[config.mk]
export PLATFORM = sky130hd
export DESIGN_NAME = zone_frame_writer
export DESIGN_NICKNAME = d
export VERILOG_FILES = /design/src/rtl/zone_frame_writer.sv
export SDC_FILE = /design/constraint.sdc
export NUM_CORES = 2
export LEC_CHECK = 0
export ABC_AREA = 0
export CAP_MARGIN = 30
export CORE_AREA = 2 2 533 535
export DETAILED_ROUTE_END_ITERATION = 10
export DIE_AREA = 0 0 535 537
export HOLD_SLACK_MARGIN = 0.06
export PLACE_DENSITY = 0.76
export REMOVE_ABC_BUFFERS = 1
export SYNTH_ARGS = -nofsm -noshare
export SYNTH_HDL_FRONTEND = slang
export SYNTH_SLANG_ARGS = --single-unit
export TNS_END_PERCENT = 50
[constraint.sdc]
create_clock -name I_clk -period 9.3 [get_ports I_clk]
set_input_delay 1.86 -clock I_clk [delete_from_list [all_inputs] [get_ports I_clk]]
set_output_delay 1.86 -clock I_clk [all_outputs]
set_load 0.03 [all_outputs]
[src/rtl/zone_frame_writer.sv]
// Frame-assembly stage: collects one frame of zone levels, applies gamma and
// global gain, and emits a contiguous write burst to the LED driver frame RAM.
module zone_frame_writer #(
    parameter int unsigned NUM_LEDS  = 384,
    parameter int unsigned FRAME_GAP = 4096,
    parameter int unsigned GAMMA_EN  = 1
) (
    input  logic        I_clk,
    input  logic        I_rst,
    input  logic [7:0]  I_gain,
    input  logic        I_zone_valid,
    input  logic [7:0]  I_zone_level,
    input  logic        I_zone_last,
    output logic        O_zone_ready,
    output logic        O_sdbpflag,
    output logic        O_wten,
    output logic [9:0]  O_wtaddr,
    output logic [15:0] O_wtdina,
    output logic        O_frame_err
);

    localparam logic [2:0] ST_COLLECT  = 3'd0;
    localparam logic [2:0] ST_DRAIN    = 3'd1;
    localparam logic [2:0] ST_WAIT_GAP = 3'd2;
    localparam logic [2:0] ST_START    = 3'd3;
    localparam logic [2:0] ST_BURST    = 3'd4;

    localparam int unsigned CNT_W = $clog2(NUM_LEDS + 1);
    localparam int unsigned AW    = $clog2(NUM_LEDS);
    localparam int unsigned GAP_W = $clog2(FRAME_GAP + 1);
    localparam int unsigned DEPTH = 1 << AW;

    localparam logic [CNT_W-1:0] LAST_IDX = CNT_W'(NUM_LEDS - 1);
    localparam logic [CNT_W-1:0] N_LEDS   = CNT_W'(NUM_LEDS);
    localparam logic [GAP_W-1:0] GAP_MAX  = GAP_W'(FRAME_GAP);
    localparam logic [GAP_W-1:0] GAP_GO   = GAP_W'(FRAME_GAP - 1);

    logic [2:0]       state, state_nxt;
    logic [CNT_W-1:0] cnt;
    logic [CNT_W-1:0] n_rx;
    logic [CNT_W-1:0] rd_ptr;
    logic [GAP_W-1:0] gap_cnt;
    logic [7:0]       gain_q;
    logic [7:0]       buffer [DEPTH];

    logic             s1_valid;
    logic             s1_zero;
    logic [CNT_W-1:0] s1_addr;
    logic [7:0]       s1_level;

    logic             beat_c;
    logic             collect_beat_c;
    logic             close_c;
    logic             rd_en_c;
    logic [15:0]      gray_c;
    logic [8:0]       gain_p1_c;
    logic [24:0]      prod_c;
    logic [15:0]      dina_c;

    assign beat_c         = I_zone_valid & O_zone_ready &
                            ((state == ST_COLLECT) | (state == ST_DRAIN));
    assign collect_beat_c = beat_c & (state == ST_COLLECT);
    assign close_c        = I_zone_last | (cnt == LAST_IDX);

    // Read pointer runs one cycle ahead of START so address 0 lands on T+1.
    assign rd_en_c = (state_nxt == ST_START) |
                     (((state == ST_START) | (state == ST_BURST)) & (rd_ptr < N_LEDS));

    always_ff @(posedge I_clk or posedge I_rst) begin
        if (I_rst) begin
            state <= ST_COLLECT;
        end else begin
            state <= state_nxt;
        end
    end

    always_comb begin
        state_nxt = state;
        case (state)
            ST_COLLECT: begin
                if (collect_beat_c && close_c) begin
                    state_nxt = I_zone_last ? ST_WAIT_GAP : ST_DRAIN;
                end
            end
            ST_DRAIN: begin
                if (beat_c && I_zone_last) begin
                    state_nxt = ST_WAIT_GAP;
                end
            end
            ST_WAIT_GAP: begin
                if (gap_cnt >= GAP_GO) begin
                    state_nxt = ST_START;
                end
            end
            ST_START: state_nxt = ST_BURST;
            ST_BURST: begin
                if (cnt == LAST_IDX) begin
                    state_nxt = ST_COLLECT;
                end
            end
            default: state_nxt = ST_COLLECT;
        endcase
    end

    // Beat counter doubles as the burst cycle counter.
    always_ff @(posedge I_clk or posedge I_rst) begin
        if (I_rst) begin
            cnt     <= '0;
            n_rx    <= '0;
            rd_ptr  <= '0;
            gap_cnt <= GAP_MAX;
            gain_q  <= '0;
        end else begin
            case (state)
                ST_COLLECT: begin
                    if (collect_beat_c) begin
                        cnt <= cnt + 1'b1;
                        if (close_c) begin
                            n_rx <= cnt + 1'b1;
                        end
                    end
                end
                ST_START: cnt <= '0;
                ST_BURST: cnt <= (state_nxt == ST_COLLECT) ? '0 : cnt + 1'b1;
                default: ;
            endcase

            if (rd_en_c) begin
                rd_ptr <= rd_ptr + 1'b1;
            end else if (state != ST_BURST) begin
                rd_ptr <= '0;
            end

            if (state == ST_START) begin
                gap_cnt <= GAP_W'(1);
            end else if (gap_cnt != GAP_MAX) begin
                gap_cnt <= gap_cnt + 1'b1;
            end

            if (state_nxt == ST_START) begin
                gain_q <= I_gain;
            end
        end
    end

    always_ff @(posedge I_clk) begin
        if (collect_beat_c) begin
            buffer[cnt[AW-1:0]] <= I_zone_level;
        end
        s1_level <= buffer[rd_ptr[AW-1:0]];
    end

    always_ff @(posedge I_clk or posedge I_rst) begin
        if (I_rst) begin
            s1_valid <= 1'b0;
            s1_zero  <= 1'b0;
            s1_addr  <= '0;
        end else begin
            s1_valid <= rd_en_c;
            s1_zero  <= (rd_ptr >= n_rx);
            s1_addr  <= rd_ptr;
        end
    end

    always_comb begin
        gray_c = {s1_level, s1_level};
        if (GAMMA_EN != 0) begin
            gray_c = {8'd0, s1_level} * {8'd0, s1_level};
        end
        gain_p1_c = {1'b0, gain_q} + 9'd1;
        prod_c    = 25'(gray_c) * 25'(gain_p1_c);
        dina_c    = 16'(prod_c >> 8);
    end

    always_ff @(posedge I_clk or posedge I_rst) begin
        if (I_rst) begin
            O_zone_ready <= 1'b0;
            O_sdbpflag   <= 1'b0;
            O_frame_err  <= 1'b0;
            O_wten       <= 1'b0;
            O_wtaddr     <= '0;
            O_wtdina     <= '0;
        end else begin
            O_zone_ready <= (state_nxt == ST_COLLECT) | (state_nxt == ST_DRAIN);
            O_sdbpflag   <= (state_nxt == ST_START);
            O_frame_err  <= collect_beat_c &
                            (I_zone_last ? (cnt != LAST_IDX) : (cnt == LAST_IDX));
            O_wten       <= s1_valid;
            O_wtaddr     <= s1_valid ? 10'(s1_addr) : 10'd0;
            O_wtdina     <= (s1_valid && !s1_zero) ? dina_c : 16'd0;
        end
    end

endmodule
# Word-level counts from Yosys, hierarchy flattened
# Memory sizes are Yosys's and may differ from the RTL's. A register that Yosys moved wholly into a read port is not among the register bits.
# Cells that the tools add are included.
word_totals:
  register_bits: 91
  ram_bits: 4096
  inputBits: 20
  output_inout_bits: 30
  wordCells: 75
  n_memories: 1
mem_list:
  columns: ["memory", "depth", "word_bits", "read_ports", "rd_ports_with_merged_regs", "write_ports", "line", "rtl"]
  rows:
  - ["buffer", 512, 8, 1, 1, 1, "44", "logic [7:0] buffer [DEPTH];"]
op_classes:
  addsub: 4
  n_mul: 2
  order_cmp: 3
  n_eq_ne: 11
  mux: 18
  bitwise: 10
  reduce_logical: 11
op_table:
  columns: ["op", "n"]
  rows:
  - ["$mux 9", 5]
  - ["$pmux 9 s3", 1]
  - ["$mux 13", 2]
  - ["$mul 16x9->24", 1]
  - ["$add 9x1->9 const B", 2]
  - ["$mul 8x8->16", 1]
  - ["$mux 16", 1]
  - ["$pmux 3 s5", 1]
  - ["$add 13x1->13 const B", 1]
  - ["$ge 13x12->1 const B", 1]
  - ["$ne 13x13->1 const B", 1]
  - ["$mux 3", 4]
  - ["$add 8x1->9 const B", 1]
  - ["$eq 3x2->1 const B", 3]
  - ["$eq 9x9->1 const B", 1]
  - ["$ge 9x9->1", 1]
  - ["$lt 9x9->1 const B", 1]
  - ["$ne 9x9->1 const B", 1]
  - ["$eq 3x1->1 const B", 2]
  - ["$logic_not 3->1", 2]
  - ["$and 1x1->1", 5]
  - ["$or 1x1->1", 5]
  - ["$reduce_bool 2->1", 2]
  - ["$eq 3x3->1 const B", 1]
  - ["other kinds (9)", 13]

# Depth between registers and ports, before layout
depth:
  depth_word: 10
  ltp_mapped: 35
  ltp_nobuf: 34

# Least setup slack after synthesis
# Ideal clock, no wire load.
synth_path:
  kind: "register -> register"
  from: "register s1_level[2] (read register of buffer)"
  to: "register O_wtdina[15]"
  setup_ps: 78
  arrival_time_ps: 8307
  required_time_ps: 9222
  setup_slack_ps: 916
  path_stages_with_launch: 31
  n_path_buf: 1
  synth_period_minus_slack_ps: 8384
  cell_sequence: "dfxtp_1 -> clkbuf_1 -> and2_1 -> fa_1 -> fa_1 -> inv_1 -> fa_1 -> inv_1 -> fa_1 -> ha_1 -> nor3_1 -> a2111oi_0 -> nor2_1 -> a21oi_1 -> xor2_1 -> or2_2 -> fa_1 -> inv_1 -> fa_1 -> fa_1 -> inv_1 -> fa_1 -> inv_1 -> ha_1 -> a21o_1 -> a21o_1 -> a221oi_2 -> o211ai_1 -> and3_1 -> or4_1 -> a21oi_1"
synth_between:
  elab_chain_len: 3
synth_lines:
  columns: ["element", "line", "rtl"]
  rows:
  - ["from (decl)", "49", "logic [7:0] s1_level;"]
  - ["$mul 8x8->16", "168", "gray_c = {8'd0, s1_level} * {8'd0, s1_level};"]
  - ["$mul 16x9->24", "171", "prod_c = 25'(gray_c) * 25'(gain_p1_c);"]
  - ["$mux 16", "190", "O_wtdina <= (s1_valid && !s1_zero) ? dina_c : 16'd0;"]
  - ["to (signal assigned)", "190", null]
  - ["to (decl)", "18", "output logic [15:0] O_wtdina,"]
# Every way passes these cells.
# A chain may end at the register's enable or synchronous reset.

# Worst setup path after layout
layout_path:
  from: "register s1_level[5] (read register of buffer)"
  to: "register O_wtdina[15]"
# The elaborated chain is that of the path after synthesis.

==> run_results.csv <==
group,metric,value,unit
sta,whs,0.454,ns
floorplanning,core_area,281000,µm²
logic_synthesis,syn_area_per_cell,20.4,µm²
setup_path,cpPeakStageDelay,0.58,ns
setup_path,cp-end-kind,"flop",
sta,period_needed,8.75,ns
floorplanning,die_width,535,µm
drt,drcViolationCount,0,
sta,skew,0.0664,ns
logic_synthesis,synth_edf_count,4096,
floorplanning,die_y,537,µm
drt,drt_iter0_drc,12900,
sta,rsz0062_at_grt,"no",
setup_path,worstSetupPathType,"reg2reg",
layout,utilization,0.663,
sta,tns,0,ns
logic_synthesis,netlist_instances,8250,
pwr,vdd_drop_max,0.488,mV
global_routing,grt_pass1_vias,86600,
floorplanning,placementRows,195,
drt,vias,85800,
clock_tree,cts.sinks,4195,
setup_path,cp.required,10.12,ns
layout,syn_to_final_growth,10.8,%
sta,drv_slew,0,
clock_tree,cts_tree,"yes",
sta,tightest_slew,1.24,ns
setup_path,cp-start-kind,"flop",
drt,dr.pass1.iters,6,
clock_tree,clockBufferDepth,4,
placed_design,portBuffers,48,
layout,nets,8702,
setup_path,cp.arrival,9.57,ns
logic_synthesis,synthFlopType,"edfxtp_1",
logic_synthesis,async_reset_ff_frac,0.0217,
clock_tree,clkLatencyLatePin,0.94,ns
floorplanning,start_util,0.598,
drt,ant_nets,0,
global_routing,grt_usage,0.298,
clock_tree,cts_buffers,402,
min_path,holdCritPathClass,"reg2reg",
outcome,outcome,"finished, final reports clean",
layout,final_common_cell,"edfxtp_1",
floorplanning,dieArea,287000,µm²
drt,viasPerCell,6.83,
drt,wl_per_cell,33.9,µm
pwr,p_per_area,267,nW/µm²
logic_synthesis,ys_seq_elements,4195,
clock_tree,clockRootBuffer,"clkbuf_16",
logic_synthesis,synth-seq-area-share,0.745,
pwr,total_power,49.8,mW
setup_path,worst_path_most_repeated_cell,"fa_1",
global_routing,grt_overflow,0,
clock_tree,clk_pin_slew,0.06,ns
sta,max_freq,0.114,GHz
logic_synthesis,yosys.cell_types.count,75,
placed_design,place_hpwl,251000,µm
logic_synthesis,ys_warn_count,0,
setup_path,path_max_fanout,9,
setup_path,slowest_stage,"a2111oi_0",
sta,maxSlewHeadroom,0.165,
global_routing,antenna_found_initial,25,
drt,wirelength,425000,µm
clock_tree,cts_hold_buf,0,
pwr,p_leak,57.3,nW
global_routing,grt_max_degree,215,
placed_design,gp_congestion,0.880,
global_routing,grt_pass1_wl,615000,µm
floorplanning,num_io_pins,50,
layout,layout_common_cells,"edfxtp_1 (4,096), mux4_2 (1,045), nor2_1 (628), clkbuf_16 (406), mux2i_1 (217)",
layout,drive_gt1_frac,0.231,
sta,setup_viol,0,
logic_synthesis,syn_area,168000,µm²
run,drv_cap,0,
clock_tree,h-tree-depth,5,
sta,finalCritPeriodShare,0.941,
sta,hold_viol,0,
[critical path, delay by kind of cell (launching register included)]
| family | cells | cell delay (ns) |
|---|---|---|
| compound gates | 7 | 1.81 |
| xor+xnor | 1 | 0.10 |
| fa+ha+maj | 10 | 4.65 |
| buf+inv | 5 | 0.25 |
| flops | 1 | 0.49 |
| simple gates | 6 | 1.34 |
[registers in the layout, summed over array words and instances (netlist names)]
name	flops
s1_zero	1
O_sdbpflag	1
buffer	4096
n_rx	9
s1_level	8
rd_ptr	9
O_wtaddr	9
O_frame_err	1
s1_addr	9
O_wten	1
s1_valid	1
state	3
cnt	9
gain_q	8
O_wtdina	16
gap_cnt	13
O_zone_ready	1
[stage by stage]
stage | instance area, µm² | cells | worst slack [ns]
finish | 187000 | 12600 | 0.545
global route | 186000 | 12500 | 0.00357
CTS | 186000 | 12500 | 0.140
detailed placement | 173000 | 11800 | 0.0194
global placement | 173000 | 11800 | 0.169
floorplan | 166000 | 7770 | -43.62
[routing by layer]
metal | up-vias | GRT usage | part of all wire
li1 | 34100 | - | -
met1 | 44700 | 0.407 | 0.35
met2 | 5995 | 0.463 | 0.48
met3 | 1077 | 0.0733 | 0.12
met4 | 18 | 0.131 | 0.050
met5 | - | 0 | 0.00028
[cell usage after synthesis, types with 8 or more instances]
master       n  share of area
a211oi_1    25         0.0011
a21o_1       9        0.00040
a21oi_1    146         0.0043
a221oi_1    46         0.0024
a22oi_1     27         0.0012
a31oi_1      9        0.00033
and2_1      37         0.0014
and3_1      19        0.00071
buf_1       56         0.0012
buf_2      113         0.0034
buf_4       99         0.0044
buf_6       25         0.0017
clkbuf_1   183         0.0041
dfrtp_1     90          0.013
dfxtp_1      8        0.00095
edfxtp_1  4096           0.73
fa_1       113          0.013
ha_1        89         0.0066
inv_1      167         0.0037
mux2_2      83         0.0056
mux2i_1    217          0.013
mux4_2    1045           0.14
nand2_1    217         0.0048
nand2b_1    40         0.0015
nand3_1     40         0.0012
nand4_1     10        0.00037
nor2_1     634          0.014
nor2b_1     43         0.0016
nor3_1      92         0.0027
nor3b_1      8        0.00036
nor4_1      13        0.00048
nor4b_1     12        0.00062
o211ai_1    11        0.00049
o21ai_0    158         0.0047
o221ai_1    69         0.0036
o22ai_1     47         0.0017
or2_2       17        0.00063
or3_1       11        0.00041
xnor2_1     29         0.0015
xor2_1      26         0.0014
[logic make-up (layout without fill, tap and decap cells)]
kind of cell	after synthesis	count (layout)	synth area share
flip-flops	4195	4195	0.745
multiplexers	1345	1345	0.158
AND/OR/NAND/NOR	1205	1205	0.0315
buffers and inverters	649	1200	0.0191
AO/OA/AOI/OAI	598	598	0.0230
adder cells (fa/ha/maj)	202	202	0.0201
XOR/XNOR	55	55	0.00286
other	1	17	0.0000223
[final cells by class]
class,instances,area [µm²]
inverter,168,636
clock inverter,233,2280
sequential,4195,125000
clock buffer,493,10500
timing repair buffer,306,2980
tap,3743,4680
antenna,15,37.5
fill,17200,94800
multi-input combinational,3407,39900
[report_power, final]
part | leakage [nW] | internal (mW) | switching [mW] | total, mW
clock | 6.24 | 9.09 | 7.00 | 16.1
sequential | 38.0 | 20.9 | 0.184 | 21.1
combinational | 13.0 | 4.95 | 7.67 | 12.6
total | 57.3 | 34.9 | 14.9 | 49.8
[worst paths after layout]
kind	startpoint	to	slack (ns)	cells after the start
worst max-delay path	s1_level[5]	O_wtdina[15]	0.55	29
worst min-delay path	s1_addr[0]	O_wtaddr[0]	0.45	1
worst max register to register	s1_level[5]	O_wtdina[15]	0.55	29
worst min register to register	s1_addr[0]	O_wtaddr[0]	0.45	1
max in group asynchronous	I_rst	rd_ptr[1]	7.11	4
min in group asynchronous	I_rst	gap_cnt[11]	1.24	2
[repair_timing]
action,CTS,global route
pin swaps,0,2
buffers inserted,0,2
endpoints found under the setup margin,1,5
gates resized for setup,1,8
(Power assumes the default switching activity.)
